[config.mk]
export PLATFORM = sky130hd
export DESIGN_NAME = sync_fifo
export DESIGN_NICKNAME = d
export VERILOG_FILES = /design/src/rtl/sync_fifo.sv
export SDC_FILE = /design/constraint.sdc
export NUM_CORES = 1
export LEC_CHECK = 0
export BUFFER_PORTS_ARGS = -buffer_cell sky130_fd_sc_hd__buf_2
export CORE_MARGIN = 2
export CORE_UTILIZATION = 45
export CTS_CLUSTER_SIZE = 16
export DETAILED_ROUTE_END_ITERATION = 8
export PLACE_DENSITY = 0.75
export SLEW_MARGIN = 30
export SYNTH_ARGS = -nofsm -noshare
export SYNTH_HDL_FRONTEND = slang
export SYNTH_SLANG_ARGS = --single-unit
[constraint.sdc]
create_clock -name clk -period 2.9 [get_ports clk]
set_input_delay 0.29 -clock clk [delete_from_list [all_inputs] [get_ports clk]]
set_output_delay 0.29 -clock clk [all_outputs]
set_load 0.005 [all_outputs]
[src/rtl/sync_fifo.sv]
// sync_fifo: single-clock FIFO with registered read data, occupancy count,
// almost/full/empty flags, last-entry pulses and sticky overflow/underflow flags.
module sync_fifo #(
  parameter int FIFO_SIZE          = 3,
  parameter int DATA_WIDTH         = 8,
  parameter int ALMOST_FULL_LEVEL  = (1 << FIFO_SIZE) - 1,
  parameter int ALMOST_EMPTY_LEVEL = 1
) (
  input  logic                  clk,
  input  logic                  rst_n,
  input  logic                  enable,
  input  logic                  clear,
  input  logic                  push,
  input  logic                  pop,
  input  logic [DATA_WIDTH-1:0] in_data,
  output logic [DATA_WIDTH-1:0] out_data,
  output logic                  out_valid,
  output logic [FIFO_SIZE:0]    count,
  output logic                  full,
  output logic                  empty,
  output logic                  almost_full,
  output logic                  almost_empty,
  output logic                  pushed_last,
  output logic                  popped_last,
  output logic                  overflow,
  output logic                  underflow
);
  localparam int PW = FIFO_SIZE;
  localparam int CW = FIFO_SIZE + 1;
  localparam logic [FIFO_SIZE:0] DEPTH = CW'(1 << FIFO_SIZE);
  localparam logic [FIFO_SIZE:0] AF_LVL = CW'(ALMOST_FULL_LEVEL);
  localparam logic [FIFO_SIZE:0] AE_LVL = CW'(ALMOST_EMPTY_LEVEL);

  logic [DATA_WIDTH-1:0] mem [2**FIFO_SIZE];
  logic [FIFO_SIZE-1:0]  wr_ptr_q, wr_ptr_d, rd_ptr_q, rd_ptr_d;
  logic [FIFO_SIZE:0]    count_q, count_d;
  logic [DATA_WIDTH-1:0] out_data_q, out_data_d;
  logic                  out_valid_q, out_valid_d;
  logic                  pushed_last_q, pushed_last_d, popped_last_q, popped_last_d;
  logic                  overflow_q, overflow_d, underflow_q, underflow_d;
  logic                  act, pop_acc, push_acc;

  assign full         = count_q == DEPTH;
  assign empty        = count_q == '0;
  assign almost_full  = count_q >= AF_LVL;
  assign almost_empty = count_q <= AE_LVL;
  assign count        = count_q;
  assign out_data     = out_data_q;
  assign out_valid    = out_valid_q;
  assign pushed_last  = pushed_last_q;
  assign popped_last  = popped_last_q;
  assign overflow     = overflow_q;
  assign underflow    = underflow_q;

  // A pop frees a slot in the same cycle, so a full FIFO still accepts push+pop.
  assign act      = enable & ~clear;
  assign pop_acc  = act & pop & ~empty;
  assign push_acc = act & push & (~full | pop_acc);

  always_comb begin
    wr_ptr_d      = push_acc ? wr_ptr_q + PW'(1) : wr_ptr_q;
    rd_ptr_d      = pop_acc ? rd_ptr_q + PW'(1) : rd_ptr_q;
    count_d       = (push_acc & ~pop_acc) ? count_q + CW'(1) :
                    (pop_acc & ~push_acc) ? count_q - CW'(1) : count_q;
    out_data_d    = pop_acc ? mem[rd_ptr_q] : out_data_q;
    out_valid_d   = enable ? pop_acc : out_valid_q;
    pushed_last_d = enable ? (push_acc & ~pop_acc & (count_q == DEPTH - CW'(1))) : pushed_last_q;
    popped_last_d = enable ? (pop_acc & ~push_acc & (count_q == CW'(1))) : popped_last_q;
    overflow_d    = overflow_q | (act & push & full & ~pop_acc);
    underflow_d   = underflow_q | (act & pop & empty);
    if (enable && clear) begin
      wr_ptr_d      = '0;
      rd_ptr_d      = '0;
      count_d       = '0;
      out_valid_d   = 1'b0;
      pushed_last_d = 1'b0;
      popped_last_d = 1'b0;
      overflow_d    = 1'b0;
      underflow_d   = 1'b0;
    end
  end

  always_ff @(posedge clk) begin
    if (push_acc) mem[wr_ptr_q] <= in_data;
  end

  always_ff @(posedge clk or negedge rst_n) begin
    if (!rst_n) begin
      wr_ptr_q      <= '0;
      rd_ptr_q      <= '0;
      count_q       <= '0;
      out_data_q    <= '0;
      out_valid_q   <= 1'b0;
      pushed_last_q <= 1'b0;
      popped_last_q <= 1'b0;
      overflow_q    <= 1'b0;
      underflow_q   <= 1'b0;
    end else begin
      wr_ptr_q      <= wr_ptr_d;
      rd_ptr_q      <= rd_ptr_d;
      count_q       <= count_d;
      out_data_q    <= out_data_d;
      out_valid_q   <= out_valid_d;
      pushed_last_q <= pushed_last_d;
      popped_last_q <= popped_last_d;
      overflow_q    <= overflow_d;
      underflow_q   <= underflow_d;
    end
  end
endmodule
## Yosys cells after proc, flatten, opt, wreduce, memory -nomap -nowiden

Memory sizes are Yosys's and may differ from the RTL's. A register that Yosys moved wholly into a read port is not among the register bits.
Index checks and enable logic that the tools add are counted.

| word-level totals | value |
|---|---|
| register bits after elaboration | 15 |
| latch bits | 0 |
| bits in writable memories | 64 |
| bits in read-only memories | 0 |
| bits of input ports | 14 |
| output and inout port bits | 21 |
| word-level logic and storage cells | 62 |
| memories kept | 1 |

| operators by class | value |
|---|---|
| add/sub/neg operators | 4 |
| multipliers | 0 |
| div/mod/pow operators | 0 |
| magnitude comparators | 2 |
| eq/ne operators | 3 |
| shifts and indexed selects | 0 |
| multiplexer cells | 17 |
| bitwise gates (word level) | 20 |
| reductions and logical operators | 7 |

Memories:

| memory | words | width | read ports | clocked after Yosys merged registers in | write ports | line | RTL |
|---|---|---|---|---|---|---|---|
| mem | 8 | 8 | 1 | 1 | 1 | 34 | `logic [DATA_WIDTH-1:0] mem [2**FIFO_SIZE];` |

Operators with widths:

| kind | number |
|---|---|
| 1-bit bitwise AND | 12 |
| 3-bit 2-to-1 mux | 4 |
| 4-bit 2-to-1 mux | 3 |
| 1-bit 2-to-1 mux | 10 |
| 3-bit by 1-bit adder with 3-bit output, second input constant | 2 |
| 2-bit nonzero test | 3 |
| 1-bit inverter | 5 |
| 4-bit by 1-bit adder with 4-bit output, second input constant | 1 |
| 4-bit by 1-bit == test with 1-bit output, second input constant | 1 |
| 4-bit by 3-bit == test with 1-bit output, second input constant | 1 |
| 4-bit == test, second input constant | 1 |
| 4-bit by 3-bit >= comparator with 1-bit output, second input constant | 1 |
| 4-bit by 1-bit less-or-equal comparator with 1-bit output, second input constant | 1 |
| 4-bit zero test | 1 |
| 4-bit by 1-bit subtractor with 4-bit output, second input constant | 1 |
| 1-bit bitwise OR | 3 |
| 3-bit nonzero test | 1 |
| 1-bit logical AND | 1 |
| 1-bit zero test | 1 |

## Logic depth before layout (Yosys ltp)

Gate-level depths: netlist of the first run.

| logic depth | value |
|---|---|
| word-level depth | 11 |
| depth in mapped cells | 8 |
| mapped depth without buffers | 8 |

## Worst setup path after synthesis of the first run

No wires, ideal clock.

| path | value |
|---|---|
| path kind | register to register |
| start point | reg count_q[0], in the netlist count[0] |
| end point | mem mem[0][0], enable pin |
| library setup time | 383 ps |
| arrival time | 2163 ps |
| data required time | 2517 ps |
| setup slack | 354 ps |
| cell stages (with the launch flop) | 7 |
| buffers on the path | 0 |
| period minus slack after synthesis | 2546 ps |
| cells stage by stage | dfrtp_1 > inv_1 > ha_1 > and4bb_2 > nor3_1 > nand2b_1 > nor3_1 |

| on the way | value |
|---|---|
| cells in the longest elaborated chain, start to end | 7 |
| elaborated cells between the ends (all ways) | 9 |
| those cells by class | 1 x eq/ne; 2 x mux; 5 x bitwise; 1 x reduce/logical |

RTL lines:

| item | line | RTL |
|---|---|---|
| start, declared | 36 | `logic [FIFO_SIZE:0] count_q, count_d;` |
| start signal, assigned | 101 | `count_q <= count_d;` |
| 4-bit zero test | 44 | `assign empty = count_q == '0;` |
| 1-bit inverter | 57 | `assign pop_acc = act & pop & ~empty;` |
| 1-bit bitwise AND | 57 |  |
| 1-bit bitwise OR (*) | 58 | `assign push_acc = act & push & (~full \| pop_acc);` |
| 1-bit bitwise AND (*) | 58 |  |
| 1-bit 2-to-1 mux (*) | 84 | `if (push_acc) mem[wr_ptr_q] <= in_data;` |
| 1-bit 2-to-1 mux (implied by the code) (*) | 84 |  |
| end, declared | 34 |  |

Mark *: on every way between the ends. The rest lies on a longest branch, timed or not.

## Worst setup path in the final report of the first run

| path | value |
|---|---|
| start point | reg count_q[0], in the netlist count[0] |
| end point | reg count_q[3], in the netlist count[3] |

| on the way | value |
|---|---|
| cells in the longest elaborated chain, start to end | 8 |
| elaborated cells between the ends (all ways) | 17 |
| those cells by class | 2 x add/sub; 1 x eq/ne; 3 x mux; 9 x bitwise; 2 x reduce/logical |

RTL lines:

| item | line |
|---|---|
| 4-bit zero test | 44 |
| 1-bit inverter | 57 |
| 1-bit bitwise AND | 57 |
| 1-bit bitwise OR | 58 |
| 1-bit bitwise AND | 58 |
| 1-bit bitwise AND or 1-bit inverter (tied branches) | 63, 64 |
| 4-bit 2-to-1 mux or 1-bit bitwise AND (tied branches) | 63, 64 |
| 4-bit 2-to-1 mux or 3-bit nonzero test (tied branches) | n/a |

Several ways; a longest one is shown, not always the timed one. The select of a mux whose other input is x is not followed.
A chain may end at the register's enable or synchronous reset.

==> flow_summary.json, run 1 <==
{
  "crit_fanout": 8,
  "port_buffers": 34,
  "die_area_mm2": 0.00870,
  "avgRoutedWirePerCell_um": 17.3,
  "synth_warnings": 0,
  "worst_setup_path_start_kind": "register",
  "grt_usage_pct": 16.4,
  "dpl.hpwl_mm": 4.29,
  "hold_start": "in_data[1]",
  "worst_pin_slew_ns": 0.826,
  "drtPass1Iterations": 4,
  "fin_skew_ns": 0.00809,
  "cp-end-kind": "register",
  "syn_area_per_cell_um2": 16.1,
  "ctsResizeCount": 0,
  "synth-edff-count": 64,
  "clkLatencyLatePin_ns": 0.37,
  "cts-hold-fix-buffers": 1,
  "wirelength_mm": 6.52,
  "synth-compound-area-share_pct": 4.60,
  "root_buffer": "clkbuf_8",
  "synth-xor-area-share_pct": 1.22,
  "setup_ws_ns": 0.412,
  "grt_pass1_wl_mm": 10.1,
  "crit_type": "register to register",
  "rows": 32,
  "path_clk_slew_ns": 0.09,
  "vias_per_cell": 5.29,
  "place_ws_ns": 0.428,
  "outcome": "finished, final reports clean",
  "rsz0062_at_grt": "no",
  "drc_errors": 0,
  "n_antenna_cell": 0,
  "yosys_register_bits": 87,
  "worstSetupStartpoint": "count[0]$_DFFE_PN0P_",
  "synth_flop_cell": "edfxtp_1",
  "hold_class": "input port to register",
  "die_w_um": 93.3,
  "tritoncts": "built",
  "synth_top_family_by_area": "multiplexers",
  "yosys-mux-area-fraction_pct": 13.4,
  "grt_pass1_vias": 1938,
  "grt-ovfl-total": 0,
  "start_util_pct": 46.4,
  "yosys.area_share.simple_pct": 7.50,
  "powerDensity_mw_per_mm2": 739,
  "slew_headroom_pct": 44.9,
  "layout-area-overhead-vs-synth_pct": 15.6,
  "num_io_pins": 35,
  "seq_area_frac_synth_pct": 69.6,
  "cts_setup_buffers": 0,
  "grt_start_max_net_pins": 24,
  "worst_ep_arrival_time_ns": 2.79,
  "fin_total_pwr_w": 0.00307,
  "async_flop_share_pct": 26.4,
  "r2r_start": "count[0]$_DFFE_PN0P_",
  "drive_above_1_share_pct": 29.8,
  "fmax_mhz": 402,
  "hold_violations": 0,
  "final_area_mm2": 0.00415,
  "core_area_mm2": 0.00773,
  "ys_types": 29,
  "ant_nets": 0,
  "placed_area_mm2": 0.00393,
  "post-route-util_pct": 53.7,
  "period_share_pct": 85.8,
  "finalSetupViolations": 0,
  "num_vias": 1995,
  "p_leak_nw": 1.53,
  "drt_iter0_drc": 125,
  "syn_area_mm2": 0.00359,
  "ir_worst_vdd_v": 0.000633,
  "setup_tns_ns": 0,
  "syn_nets": 242,
  "clockBufferDepth": 2,
  "htree_levels": 3,
  "r2r_cells": 7,
  "worstPathRequired_ns": 3.20,
  "nets": 289,
  "die_y_um": 93.3,
  "antenna_found_initial": 0,
  "syn_inst": 223,
  "place_congestion": 0.771,
  "cts_buffers": 9,
  "min_period_ns": 2.49,
  "cts_sinks": 87,
  "whs_path_depth": 1,
  "synth_adder_area_share_pct": 1.74,
  "report.final.slew_viol_count": 0,
  "maxCapViolations": 0
}
-- Yosys cell counts (2+ instances only) --
library cell	number	share of area, %
a21o_1	2	0.42
a21oi_1	11	1.5
a22o_1	3	0.73
a31oi_1	2	0.35
and2_1	2	0.35
buf_1	2	0.21
clkbuf_1	7	0.73
dfrtp_1	23	16
edfxtp_1	64	54
ha_1	5	1.7
inv_1	5	0.52
mux2i_1	12	3.3
mux4_2	16	10
nand2_1	13	1.4
nand2b_1	6	1.0
nor2_1	26	2.7
nor3_1	7	0.98
o21ai_0	2	0.28
o21ai_1	2	0.28
xor2_1	4	0.98
-- metrics by stage --
stage / cells / hold slack, ns
floorplan: 223 / -0.00559
global placement: 360 / 0.301
detailed placement: 360 / 0.315
CTS: 377 / 0.174
global route: 377 / 0.187
finish: 377 / 0.184
-- kinds of logic (layout without fill, tap and decap cells) --
kind of cell	count (synthesis)	after routing
xor+xnor	5	5
fa+ha+maj	5	5
compound gates	24	24
simple gates	58	58
flops	87	87
buf+inv	16	68
mux	28	28
-- path summary, 6_finish.rpt --
kind | slack (ns) | to
max | 0.41 | count[3]$_DFFE_PN0P_
min | 0.18 | mem[5][1]$_DFFE_PP_
max reg2reg | 0.41 | count[3]$_DFFE_PN0P_
min reg2reg | 0.48 | out_valid$_DFFE_PN0P_
max in group asynchronous | 2.10 | out_data[6]$_DFFE_PN0N_
min in group asynchronous | 0.43 | count[2]$_DFFE_PN0P_
-- layer usage --
metal  global-route usage [%]  up-vias  wire length [um]
met3                     4.67       11               316
met1                     21.1     1003              2860
met4                     7.35        0               128
li1                         -      931                 -
met2                     25.8       50              3210
met5                        0        -                 0
-- worst max-delay path: stages, from the launching register on --
cell,delay (ns)
dfrtp_1,0.46
inv_1,0.09
ha_1,0.20
or3b_4,0.42
a2111oi_4,0.53
mux2i_1,0.16
or4_1,0.47
o21ai_1,0.09
-- power breakdown --
part | internal (W) | switching [W] | total, W
Combinational | 0.000343 | 0.000323 | 0.000665
Clock | 0.000407 | 0.000442 | 0.000850
Sequential | 0.00144 | 0.000108 | 0.00155
-- area by class of cell --
type                            count  area (um^2)
Multi-Input combinational cell    120         1030
Clock inverter                      7         82.6
Sequential cell                    87         2500
Fill cell                         604         3580
Inverter                            5         18.8
Timing Repair Buffer               47          270
Clock buffer                        9          124
Tap cell                          102          128
-- registers in the layout, indices dropped and copies added, names as in the netlist --
name,count
mem,64
out_data,8
count,4
rd_ptr_q,3
wr_ptr_q,3
out_valid,1
overflow,1
popped_last,1
pushed_last,1
underflow,1
-- layout by cell type (no fill, tap or decap), drive strengths merged, types with 2 or more instances in the layout --
cell type and n:
a22o 3, edfxtp 64, inv 6, dfrtp 23, o21ai 4, mux4 16
clkbuf 9, clkinvlp 2, nor2 26, mux2i 12, nor3 7, ha 5
and2 2, a21o 2, buf 46, a21oi 11, nand2 13, clkinv 3
a31oi 2, nand2b 6, xor2 4
Power figures use the tool's default switching activity.
==> inputs of run 2 (changes only) <==
==> constraint.sdc (replaced) <==
create_clock -name clk -period 3.15 [get_ports clk]
set_input_delay 0.315 -clock clk [delete_from_list [all_inputs] [get_ports clk]]
set_output_delay 0.315 -clock clk [all_outputs]
set_load 0.005 [all_outputs]
==> run 2 against run 1 <==
  * Critical path depth unchanged
  * Final cell count fell by 0.27%
  * Sequential power decreased by 8%
  * Non-clock buffer count decreased by 1
  * Combinational power down 6.5%
  * Die area did not move
  * Critical endpoint unchanged
  * Largest power group unchanged
==> flow_summary.json, run 2 (synthesis gave the netlist of run 1 again) <==
{
  "outcome": "finished, final reports clean",
  "cp.depth": 7,
  "wirelength_mm": 6.55,
  "min_period_ns": 2.49,
  "start_util_pct": 46.4,
  "largest_register_ffs": 64,
  "n_antenna_cell": 0,
  "core_area_mm2": 0.00773,
  "grt_pass1_wl_mm": 10.5,
  "worstSetupStartpoint": "count[0]$_DFFE_PN0P_",
  "antenna_found_initial": 0,
  "setup_tns_ns": 0,
  "grt-ovfl-total": 0,
  "maxCapViolations": 0,
  "drive_above_1_share_pct": 28.8,
  "layout_commonest_cell": "edfxtp_1",
  "clockBufferDepth": 2,
  "ir_worst_vdd_v": 0.000381,
  "hold_class": "input port to register",
  "cts_sinks": 87,
  "final_cell_mix": "edfxtp_1 (64), buf_2 (34), nor2_1 (26)",
  "finalSetupViolations": 0,
  "place_ws_ns": 0.695,
  "powerDensity_mw_per_mm2": 692,
  "tritoncts": "built",
  "crit_type": "register to register",
  "critPathCapture": "count[3]$_DFFE_PN0P_",
  "critical-path-max-stage-delay_ns": 0.51,
  "r2r_end": "count[3]$_DFFE_PN0P_",
  "nets": 288,
  "fmax_mhz": 401,
  "setup_ws_ns": 0.659,
  "clkLatencyLatePin_ns": 0.36,
  "path_cells": "inv_1 > ha_1 > or3b_4 > a2111oi_4 > mux2i_1 > or4_1 > o21ai_1",
  "regMostFlops": "mem",
  "fin_skew_ns": 0.00559,
  "grt_start_max_net_pins": 24,
  "period_share_pct": 79.1,
  "vias_per_cell": 5.23,
  "drtPass1Iterations": 4,
  "rows": 32,
  "num_io_pins": 35,
  "htree_levels": 3,
  "rrSetupSlack_ns": 0.66,
  "cp_top_family": "simple AND/OR/NAND/NOR gates",
  "avgRoutedWirePerCell_um": 17.4,
  "worst_ep_arrival_time_ns": 2.78,
  "worstPathRequired_ns": 3.44,
  "r2r_start": "count[0]$_DFFE_PN0P_",
  "hold_start": "in_data[5]",
  "num_vias": 1965,
  "layout-area-overhead-vs-synth_pct": 15.6,
  "report.final.slew_viol_count": 0,
  "cp.buffers_inverters": 1,
  "slew_headroom_pct": 43.8,
  "place_congestion": 0.819,
  "final_area_mm2": 0.00415,
  "grt_pass1_vias": 1986,
  "die_w_um": 93.3,
  "r2r_cells": 7,
  "grt_usage_pct": 16.7,
  "dpl.hpwl_mm": 4.44,
  "port_buffers": 34,
  "placed_area_mm2": 0.00392,
  "worst_pin_slew_ns": 0.843,
  "cts_buffers": 9,
  "cp_slowest_cell": "a2111oi_4",
  "drt_iter0_drc": 82,
  "die_y_um": 93.3,
  "drc_errors": 0,
  "root_buffer": "clkbuf_8",
  "crit_fanout": 8,
  "hold_violations": 0,
  "p_leak_nw": 1.53,
  "rsz0062_at_grt": "no",
  "die_area_mm2": 0.00870,
  "cp-end-kind": "register",
  "ant_nets": 0,
  "path_clk_slew_ns": 0.08,
  "worst_setup_path_start_kind": "register"
}
==> run 2: cell type report <==
type                       instances  area (um^2)
fill                             627         3580
tap                              102          128
clock inverter                     6         85.1
inverter                           5         18.8
clock buffer                      10          128
sequential                        87         2500
multi-input combinational        120         1030
timing repair buffer              46          263
==> run 2: stage by stage <==
| stage | utilization (%) | power, W | std cells | hold WS [ns] |
|---|---|---|---|---|
| after global placement | 50.8 | 0.00206 | 359 | 0.316 |
| after detailed placement | 50.8 | 0.00208 | 359 | 0.327 |
| after floorplan | - | 0.00186 | 223 | 0.0194 |
| after global routing | 53.6 | 0.00302 | 376 | 0.230 |
| after CTS | 53.6 | 0.00290 | 376 | 0.211 |
| final | 53.6 | 0.00287 | 376 | 0.224 |
==> run 2: metal layers <==
layer	GRT usage, %	wire [um]	vias to the layer above	part of all wire, %
met3	5.08	297	11	4.5
met1	20.7	2840	979	43
met5	0	0	-	0
met4	6.25	114	0	1.7
li1	-	-	927	-
met2	27.8	3300	48	50
==> run 2: report_power, final <==
part / switching (W) / internal, W
Combinational: 0.000305 / 0.000317
Sequential: 0.000103 / 0.00133
Clock: 0.000372 / 0.000444
Total: 0.000781 / 0.00209
==> run 2: worst min-delay path by stage <==
| stage | depth (start not counted) | to |
|---|---|---|
| 5_1_grt | 1 | mem[7][2]$_DFFE_PP_ |
| 2_1_floorplan | 0 | count[0]$_DFFE_PN0P_ |
| 3_3_place_gp | 1 | count[3]$_DFFE_PN0P_ |
| 4_1_cts | 1 | mem[3][5]$_DFFE_PP_ |
| 3_5_place_dp | 1 | count[2]$_DFFE_PN0P_ |
| 6_report | 1 | mem[6][5]$_DFFE_PP_ |
==> run 2: timing repair <==
action	4_1_cts	5_1_grt
gates resized for setup	0	0
hold endpoints to repair	23	0
hold buffers	1	0
setup buffers	0	0
setup endpoints to repair	0	0
